## config.mk

```make
export PLATFORM = sky130hd
export DESIGN_NAME = fir_root_seq
export DESIGN_NICKNAME = d
export VERILOG_FILES = /design/src/rtl/fir_root_pkg.sv /design/src/rtl/fir_root_vld_pipe.sv /design/src/rtl/fir_root_seq.sv
export SDC_FILE = /design/constraint.sdc
export NUM_CORES = 1
export LEC_CHECK = 0
export ABC_AREA = 1
export CAP_MARGIN = 20
export CORE_MARGIN = 2
export CORE_UTILIZATION = 49
export CTS_CLUSTER_SIZE = 10
export DETAILED_ROUTE_END_ITERATION = 8
export HOLD_SLACK_MARGIN = 0.1
export PLACE_DENSITY = 0.79
export SETUP_SLACK_MARGIN = 0.3
export SLEW_MARGIN = 20
export SYNTH_ARGS = -nofsm -noshare
export SYNTH_HDL_FRONTEND = slang
export SYNTH_SLANG_ARGS = --single-unit
```

## constraint.sdc

```tcl
create_clock -name clk -period 2.2 [get_ports clk]
set_input_delay 0.44 -clock clk [delete_from_list [all_inputs] [get_ports clk]]
set_output_delay 0.44 -clock clk [all_outputs]
set_load 0.005 [all_outputs]
```

## src/rtl/fir_root_pkg.sv

```systemverilog
// Shared types and constants for the FIR -> ROOT sequencer slice.
package fir_root_pkg;

    localparam int TAPS = 7;
    localparam int DW   = 8;

    typedef enum logic [1:0] {
        ST_RUN   = 2'd0,
        ST_FLUSH = 2'd1,
        ST_DRAIN = 2'd2
    } state_t;

    typedef logic [DW-1:0] coef_t;

endpackage

```

## src/rtl/fir_root_vld_pipe.sv

```systemverilog
// Tag delay line: marks which datapath outputs belong to real samples.
module fir_root_vld_pipe #(
    parameter int PIPE_LAT = 4
) (
    input  logic clk,
    input  logic Rst_n,
    input  logic tag_in,
    output logic tag_out
);

    logic [PIPE_LAT-1:0] sr;

    always_ff @(posedge clk or negedge Rst_n) begin
        if (!Rst_n) begin
            sr <= '0;
        end else begin
            sr[0] <= tag_in;
            for (int i = 1; i < PIPE_LAT; i++) begin
                sr[i] <= sr[i-1];
            end
        end
    end

    assign tag_out = sr[PIPE_LAT-1];

endmodule

```

## src/rtl/fir_root_seq.sv

```systemverilog
// Sequencer/configurator for the FIR -> ROOT datapath: coefficient banks, sample feed, result tagging.
// Optional result counter enabled with `define RESULT_CNT_EN.
module fir_root_seq
    import fir_root_pkg::*;
#(
    parameter int PIPE_LAT = 4
) (
    input  logic               clk,
    input  logic               Rst_n,
    input  logic               cfg_we,
    input  logic [2:0]         cfg_addr,
    input  logic [DW-1:0]      cfg_data,
    input  logic               cfg_commit,
    input  logic               flush_req,
    input  logic               s_valid,
    input  logic [DW-1:0]      s_data,
    output logic               s_ready,
    output logic [DW-1:0]      fir_x,
    output logic [TAPS*DW-1:0] fir_b,
    input  logic [DW-1:0]      fir_y,
    input  logic [3:0]         root_c,
    output logic               m_valid,
    output logic [DW-1:0]      m_fir,
    output logic [3:0]         m_root,
    output logic               busy,
    output logic [15:0]        out_count,
    output state_t             state_dbg
);

    // Handshake: a sample transfers on a rising edge where s_valid && s_ready;
    // s_ready depends only on registered state, and s_data must be stable while s_valid is high.

    state_t     state, state_next;
    logic [3:0] cnt, cnt_next;
    logic       flush_pend, commit_pend;
    logic       x_tag, tag_out;
    logic       accept, flush_last, drain_last, drain_done, swap;
    coef_t      shadow [TAPS];
    coef_t      active [TAPS];

    assign s_ready    = (state == ST_RUN) && !flush_pend && !commit_pend;
    assign accept     = s_valid && s_ready;
    assign busy       = (state != ST_RUN);
    assign state_dbg  = state;
    assign flush_last = (cnt == 4'(TAPS - 1));
    assign drain_last = (cnt == 4'(PIPE_LAT - 1));
    assign drain_done = (state == ST_DRAIN) && drain_last;
    assign swap       = drain_done && commit_pend;

    always_comb begin
        state_next = state;
        cnt_next   = cnt;
        case (state)
            ST_RUN: begin
                cnt_next = '0;
                if (flush_pend) begin
                    state_next = ST_FLUSH;
                end else if (commit_pend) begin
                    state_next = ST_DRAIN;
                end
            end
            ST_FLUSH: begin
                if (flush_last) begin
                    state_next = ST_DRAIN;
                    cnt_next   = '0;
                end else begin
                    cnt_next = cnt + 4'd1;
                end
            end
            ST_DRAIN: begin
                if (drain_last) begin
                    state_next = ST_RUN;
                    cnt_next   = '0;
                end else begin
                    cnt_next = cnt + 4'd1;
                end
            end
            default: begin
                state_next = ST_RUN;
                cnt_next   = '0;
            end
        endcase
    end

    always_ff @(posedge clk or negedge Rst_n) begin
        if (!Rst_n) begin
            state       <= ST_RUN;
            cnt         <= '0;
            flush_pend  <= 1'b0;
            commit_pend <= 1'b0;
            fir_x       <= '0;
            x_tag       <= 1'b0;
            m_valid     <= 1'b0;
            m_fir       <= '0;
            m_root      <= '0;
            for (int i = 0; i < TAPS; i++) begin
                shadow[i] <= '0;
                active[i] <= '0;
            end
        end else begin
            state <= state_next;
            cnt   <= cnt_next;
            // A request landing in the final drain cycle survives and triggers another pass.
            flush_pend  <= flush_req  ? 1'b1 : (drain_done ? 1'b0 : flush_pend);
            commit_pend <= cfg_commit ? 1'b1 : (drain_done ? 1'b0 : commit_pend);

            if (accept) begin
                fir_x <= s_data;
                x_tag <= 1'b1;
            end else begin
                x_tag <= 1'b0;
                if (state_next != ST_RUN) begin
                    fir_x <= '0;
                end
            end

            m_valid <= tag_out;
            m_fir   <= fir_y;
            m_root  <= root_c;

            // active samples shadow before this cycle's write lands
            for (int i = 0; i < TAPS; i++) begin
                if (swap) begin
                    active[i] <= shadow[i];
                end
                if (cfg_we && (cfg_addr == 3'(i))) begin
                    shadow[i] <= cfg_data;
                end
            end
        end
    end

    always_comb begin
        fir_b = '0;
        for (int i = 0; i < TAPS; i++) begin
            fir_b[i*DW +: DW] = active[i];
        end
    end

    fir_root_vld_pipe #(.PIPE_LAT(PIPE_LAT)) u_vld_pipe (
        .clk     (clk),
        .Rst_n   (Rst_n),
        .tag_in  (x_tag),
        .tag_out (tag_out)
    );

`ifdef RESULT_CNT_EN
    logic [15:0] res_cnt;

    always_ff @(posedge clk or negedge Rst_n) begin
        if (!Rst_n) begin
            res_cnt <= '0;
        end else if (swap) begin
            res_cnt <= '0;
        end else if (m_valid) begin
            res_cnt <= res_cnt + 16'd1;
        end
    end

    assign out_count = res_cnt;
`else
    assign out_count = '0;
`endif

endmodule
```

==> results.json, run 1 <==
{
  "core-area_um2": 11300,
  "synth_top_family_by_area": "multiplexers",
  "antenna_found_initial": 0,
  "yosysSeqAreaShare_pct": 64.9,
  "htree_levels": 4,
  "leakage_nw": 3.71,
  "p_per_area_nw_per_um2": 937,
  "grt_pass1_vias": 3832,
  "synth_cells": 443,
  "avgSynthCellArea_um2": 12.7,
  "areaGrowthSynthToFinish_pct": 34.0,
  "post-place-ws_ns": 0.209,
  "crit_required_ns": 1.76,
  "drv_slew": 0,
  "track_usage_pct": 20.7,
  "crit_fanout": 3,
  "clk_latency_ns": 0.41,
  "synth.largest_area_cell": "dfrtp_1",
  "synth_edf_count": 0,
  "cts_buffers": 17,
  "first_pass_iters": 4,
  "startpoint_type": "flip-flop",
  "clockPowerShare_pct": 37.8,
  "syn-cell-area_um2": 5630,
  "setup_viol_count_final": 0,
  "arrival_ns": 1.44,
  "synth-seq-cells": 146,
  "drc": 0,
  "wl_per_cell_um": 16.6,
  "tightest_slew_ns": 0.504,
  "initial_utilization_pct": 49.7,
  "ctsRootBufferMaster": "clkbuf_16",
  "fin_ws_ns": 0.321,
  "ys_types": 22,
  "n_antenna_cell": 0,
  "hp-class": "flip-flop to flip-flop",
  "hpwl_um": 8390,
  "synth_compound_gate_area_share_pct": 5.34,
  "fmax_mhz": 532,
  "seq_power_share_pct": 46.6,
  "first_iter_violations": 254,
  "outcome": "finished clean",
  "detail-route-antenna-nets": 0,
  "totalWireLength_um": 12200,
  "num_rows": 39,
  "worstSetupPathType": "flip-flop to output port",
  "cap_violations": 0,
  "synthAdderAreaFrac_pct": 1.33,
  "yosysTopAreaCellShare_pct": 64.9,
  "reg2reg_setup_slack_ns": 0.41,
  "vias_per_cell": 5.01,
  "layout_common_cells": "145 x dfrtp_1, 113 x clkdlybuf4s50_1, 87 x nand2_1",
  "ir_drop_uv": 618,
  "end_kind": "output port",
  "cts_tree": "done",
  "clock_skew_ns": 0.0112,
  "grt_pass1_wl_um": 20100,
  "io_buffers": 117,
  "die_h_um": 111,
  "synth-simple-area-share_pct": 8.78,
  "rsz0062_at_grt": "true",
  "yosysWarnings": 0,
  "ys.flop_type": "dfrtp_1",
  "vias": 3676,
  "synth.area.top_cells": "dfrtp_1 65%, mux2_4 11%, nand2_1 5.9%, o21ai_0 5.1%, mux2_2 3.2%",
  "period_share_pct": 85.4,
  "drive_gt1_share_pct": 18.4,
  "nNetsFinal": 621,
  "worst_slew_margin_rel_pct": 66.4,
  "switching_share_pct": 25.3,
  "cts_sinks": 146,
  "die_area_um2": 12400,
  "synth_xor_area_share_pct": 0.311,
  "cts_max_path_buffers": 2,
  "final.setup.tns_ns": 0,
  "grt_max_degree": 56,
  "clkSlewWorstSetupHoldPaths_ns": 0.06,
  "net-switching-power_w": 0.00178,
  "pwr-share-comb_pct": 15.6,
  "p_int_w": 0.00528,
  "async_flop_share_pct": 100,
  "io_pins": 134,
  "grt-ovfl-total": 0,
  "fp.dieW_um": 111,
  "gp_congestion": 0.844,
  "final_common_cell": "dfrtp_1",
  "hold_violations": 0,
  "synth_mux_area_share_pct": 13.9,
  "period_needed_ns": 1.88
}
[critical path, stage by stage (launching register included)]
cell      delay, ns
dfrtp_2        0.41
inv_2          0.07
ha_2           0.19
nand2_1        0.09
nor2_2         0.14
clkbuf_2       0.13
[kinds of logic (layout without fill, tap and decap cells)]
family,Yosys count,count (layout)
flops,146,146
other cells,1,16
buf+inv,54,187
fa+ha+maj,6,6
compound gates,59,59
xor+xnor,2,2
simple gates,119,119
mux,56,56
[repair_timing]
action                                  4_1_cts  5_1_grt
hold endpoints to repair                     50        0
pin swaps                                     1        1
hold buffers                                  1        0
buffers inserted                              3        1
gates resized for setup                       7        4
cloned                                        0        0
endpoints found under the setup margin       14       22
[flip-flops by register name (all words and copies together) (netlist names)]
| signal | count |
|---|---|
| cnt | 4 |
| commit_pend | 1 |
| state_dbg | 2 |
| m_valid | 1 |
| m_fir | 8 |
| x_tag | 1 |
| m_root | 4 |
| shadow | 56 |
| u_vld_pipe.sr | 4 |
| fir_b | 56 |
| flush_pend | 1 |
| fir_x | 8 |
[cell type report]
| cell class | count | area [um2] |
|---|---|---|
| fillers | 832 | 3780 |
| flip-flops and latches | 146 | 3650 |
| multi-input cells | 258 | 1750 |
| repair buffers | 130 | 1310 |
| clock inverters | 12 | 111 |
| well taps | 143 | 179 |
| clock buffers | 20 | 447 |
| inverters | 25 | 93.8 |
[layer usage]
metal	track usage (%)	vias to the layer above	part of all wire [%]	wire (um)
met5	0	-	0	0
met2	34.9	127	51	6220
li1	-	1702	-	-
met1	26.2	1841	42	5070
met4	6.09	0	0.67	82
met3	6.18	6	6.5	795
[cells in the mapped netlist (2+ instances only)]
cell type / number
dfrtp_1: 146
nand2_1: 88
o21ai_0: 57
mux2_4: 40
inv_1: 24
buf_4: 16
mux2_2: 16
nand3_1: 10
nand4_1: 9
nor2_1: 9
clkbuf_1: 7
ha_1: 6
buf_6: 5
o21bai_1: 2
[power groups by stage]
stage | Clock, W | Sequential, W | Combinational (W)
after floorplan | 0 | 0.00328 | 0.000508
after global placement | 0 | 0.00331 | 0.00102
after global routing | 0.00284 | 0.00333 | 0.00123
after CTS | 0.00273 | 0.00329 | 0.00112
final | 0.00267 | 0.00329 | 0.00110
after detailed placement | 0 | 0.00334 | 0.00107
[through the flow]
step / hold WS, ns / total power [W] / area (um2) / util (%) / std cells
floorplan: 0.144 / 0.00379 / 5680 / - / 458
global placement: 0.335 / 0.00434 / 6930 / 61.2 / 697
detailed placement: 0.336 / 0.00441 / 6930 / 61.2 / 697
CTS: 0.349 / 0.00714 / 7530 / 66.5 / 733
global route: 0.353 / 0.00740 / 7540 / 66.6 / 734
finish: 0.346 / 0.00707 / 7540 / 66.6 / 734
[worst paths after layout]
path | from | end | cells after the start
max | state_dbg[0]$_DFF_PN0_ | s_ready | 5
min | u_vld_pipe.sr[3]$_DFF_PN0_ | m_valid$_DFF_PN0_ | 0
max reg2reg | state_dbg[1]$_DFF_PN0_ | fir_b[15]$_DFFE_PN0P_ | 7
min in group asynchronous | Rst_n | fir_b[20]$_DFFE_PN0P_ | 2
max in group asynchronous | Rst_n | shadow[55]$_DFFE_PN0P_ | 3
min reg2reg | u_vld_pipe.sr[3]$_DFF_PN0_ | m_valid$_DFF_PN0_ | 0
No activity file was read; power rests on OpenSTA's default activity.
==> run 2: changes to the inputs <==
--- a/config.mk
+++ b/config.mk
@@ -9,10 +9,10 @@
 export CAP_MARGIN = 20
 export CORE_MARGIN = 2
 export CORE_UTILIZATION = 49
-export CTS_CLUSTER_SIZE = 10
 export DETAILED_ROUTE_END_ITERATION = 8
 export HOLD_SLACK_MARGIN = 0.1
 export PLACE_DENSITY = 0.79
+export RECOVER_POWER = 100
 export SETUP_SLACK_MARGIN = 0.3
 export SLEW_MARGIN = 20
 export SYNTH_ARGS = -nofsm -noshare
==> results.json, run 2 (synthesis results as in run 1) <==
{
  "outcome": "finished clean",
  "io_buffers": 117,
  "tightest_slew_ns": 0.839,
  "ir_drop_uv": 601,
  "clk_latency_ns": 0.41,
  "drive_gt1_share_pct": 10.2,
  "fmax_mhz": 512,
  "grt_pass1_wl_um": 20100,
  "vias_per_cell": 5.06,
  "cts_tree": "done",
  "period_needed_ns": 1.95,
  "leakage_nw": 3.67,
  "cts_sinks": 146,
  "p_total_w": 0.00690,
  "end_kind": "output port",
  "final.setup.tns_ns": 0,
  "die_h_um": 111,
  "startpoint_type": "flip-flop",
  "fin_ws_ns": 0.246,
  "setup_viol_count_final": 0,
  "clkSlewWorstSetupHoldPaths_ns": 0.06,
  "antenna_found_initial": 0,
  "num_rows": 39,
  "cts_max_path_buffers": 2,
  "totalWireLength_um": 12100,
  "io_pins": 134,
  "seqCellArea_um2": 3650,
  "first_iter_violations": 210,
  "nNetsFinal": 621,
  "htree_levels": 4,
  "core-area_um2": 11300,
  "areaGrowthSynthToFinish_pct": 30.6,
  "wl_per_cell_um": 16.5,
  "drv_slew": 0,
  "cts_buffers": 17,
  "grt_pass1_vias": 3832,
  "final_cell_count_no_fill": 734,
  "rsz0062_at_grt": "true",
  "final_common_cell": "dfrtp_1",
  "grt_max_degree": 56,
  "worstSetupPathType": "flip-flop to output port",
  "layout_common_cells": "145 x dfrtp_1, 93 x dlygate4sd3_1, 87 x nand2_1",
  "period_share_pct": 88.8,
  "drc": 0,
  "hpwl_um": 8390,
  "ctsRootBufferMaster": "clkbuf_16",
  "track_usage_pct": 20.7,
  "detail-route-antenna-nets": 0,
  "p_per_area_nw_per_um2": 939,
  "hp-class": "flip-flop to flip-flop",
  "multi_input_area_um2": 1600,
  "n_antenna_cell": 0,
  "cap_violations": 0,
  "grt-ovfl-total": 0,
  "die_area_um2": 12400,
  "post-place-ws_ns": 0.209,
  "worst_slew_margin_rel_pct": 44.1,
  "dp_cells": 697,
  "first_pass_iters": 5,
  "fp.dieW_um": 111,
  "n_fill_cell": 879,
  "clock_skew_ns": 0.0117,
  "crit_required_ns": 1.76,
  "vias": 3717,
  "initial_utilization_pct": 49.7,
  "hold_violations": 0,
  "crit_fanout": 3,
  "arrival_ns": 1.51,
  "gp_congestion": 0.844
}
## run 2: cell count changes in the layout (fill, tap and decap cells not counted), sizes merged
cell           before  now
buf                13    5
clkbuf             21   29
clkdlybuf4s25       0    1
clkdlybuf4s50     113   21
dlygate4sd3         1   93
dlymetal6s2s        1    0
## run 2: repair_timing
action / 4_1_cts / 5_1_grt
hold endpoints to repair: 50 / 0
pin swaps: 1 / 1
gates resized for setup: 7 / 4
hold buffers: 1 / 0
setup buffers: 3 / 1
endpoints found under the setup margin: 14 / 22
## run 2: final cells by class
class                      instances  share of cell area [%]
sequential                       146                    49.7
inverter                          25                    1.28
multi-input combinational        258                    21.7
timing repair buffer             130                    17.2
tap                              143                    2.44
clock inverter                    12                    1.52
clock buffer                      20                    6.08
## run 2: final timing paths
| path | startpoint | end | slack, ns | cells after the start |
|---|---|---|---|---|
| setup reg to reg | state_dbg[1]$_DFF_PN0_ | fir_b[42]$_DFFE_PN0P_ | 0.32 | 7 |
| setup / recovery | state_dbg[1]$_DFF_PN0_ | state_dbg[1] | 0.25 | 2 |
| hold reg to reg | u_vld_pipe.sr[3]$_DFF_PN0_ | m_valid$_DFF_PN0_ | 0.35 | 0 |
| hold / removal | u_vld_pipe.sr[3]$_DFF_PN0_ | m_valid$_DFF_PN0_ | 0.35 | 0 |
| max in group asynchronous | Rst_n | m_root[1]$_DFF_PN0_ | 0.43 | 3 |
| min in group asynchronous | Rst_n | fir_b[20]$_DFFE_PN0P_ | 0.55 | 2 |
## run 2: per-layer routing
| layer | routed length, um | track usage, % | part of all wire (%) | vias up |
|---|---|---|---|---|
| met5 | 0 | 0 | 0 | - |
| met4 | 181 | 6.09 | 1.5 | 0 |
| met3 | 805 | 6.18 | 6.7 | 15 |
| met2 | 6090 | 34.9 | 50 | 131 |
| met1 | 5000 | 26.2 | 41 | 1862 |
| li1 | - | - | - | 1709 |
## run 2: where the power goes
part           internal, W  switching [W]
Clock              0.00158        0.00109
Combinational     0.000492       0.000463
Sequential         0.00305       0.000217
Total              0.00513        0.00177
## run 2: through the flow
stage / instance area, um2 / util (%) / hold WS (ns)
after floorplan: 5680 / - / 0.144
after global placement: 6930 / 61.2 / 0.335
after detailed placement: 6930 / 61.2 / 0.336
after CTS: 7530 / 66.5 / 0.349
after global routing: 7350 / 64.9 / 0.353
final: 7350 / 64.9 / 0.346
## run 2: critical path: stages, from the launching register on
cell and delay (ns):
dfrtp_1 0.35, clkbuf_1 0.17, dlygate4sd3_1 0.59
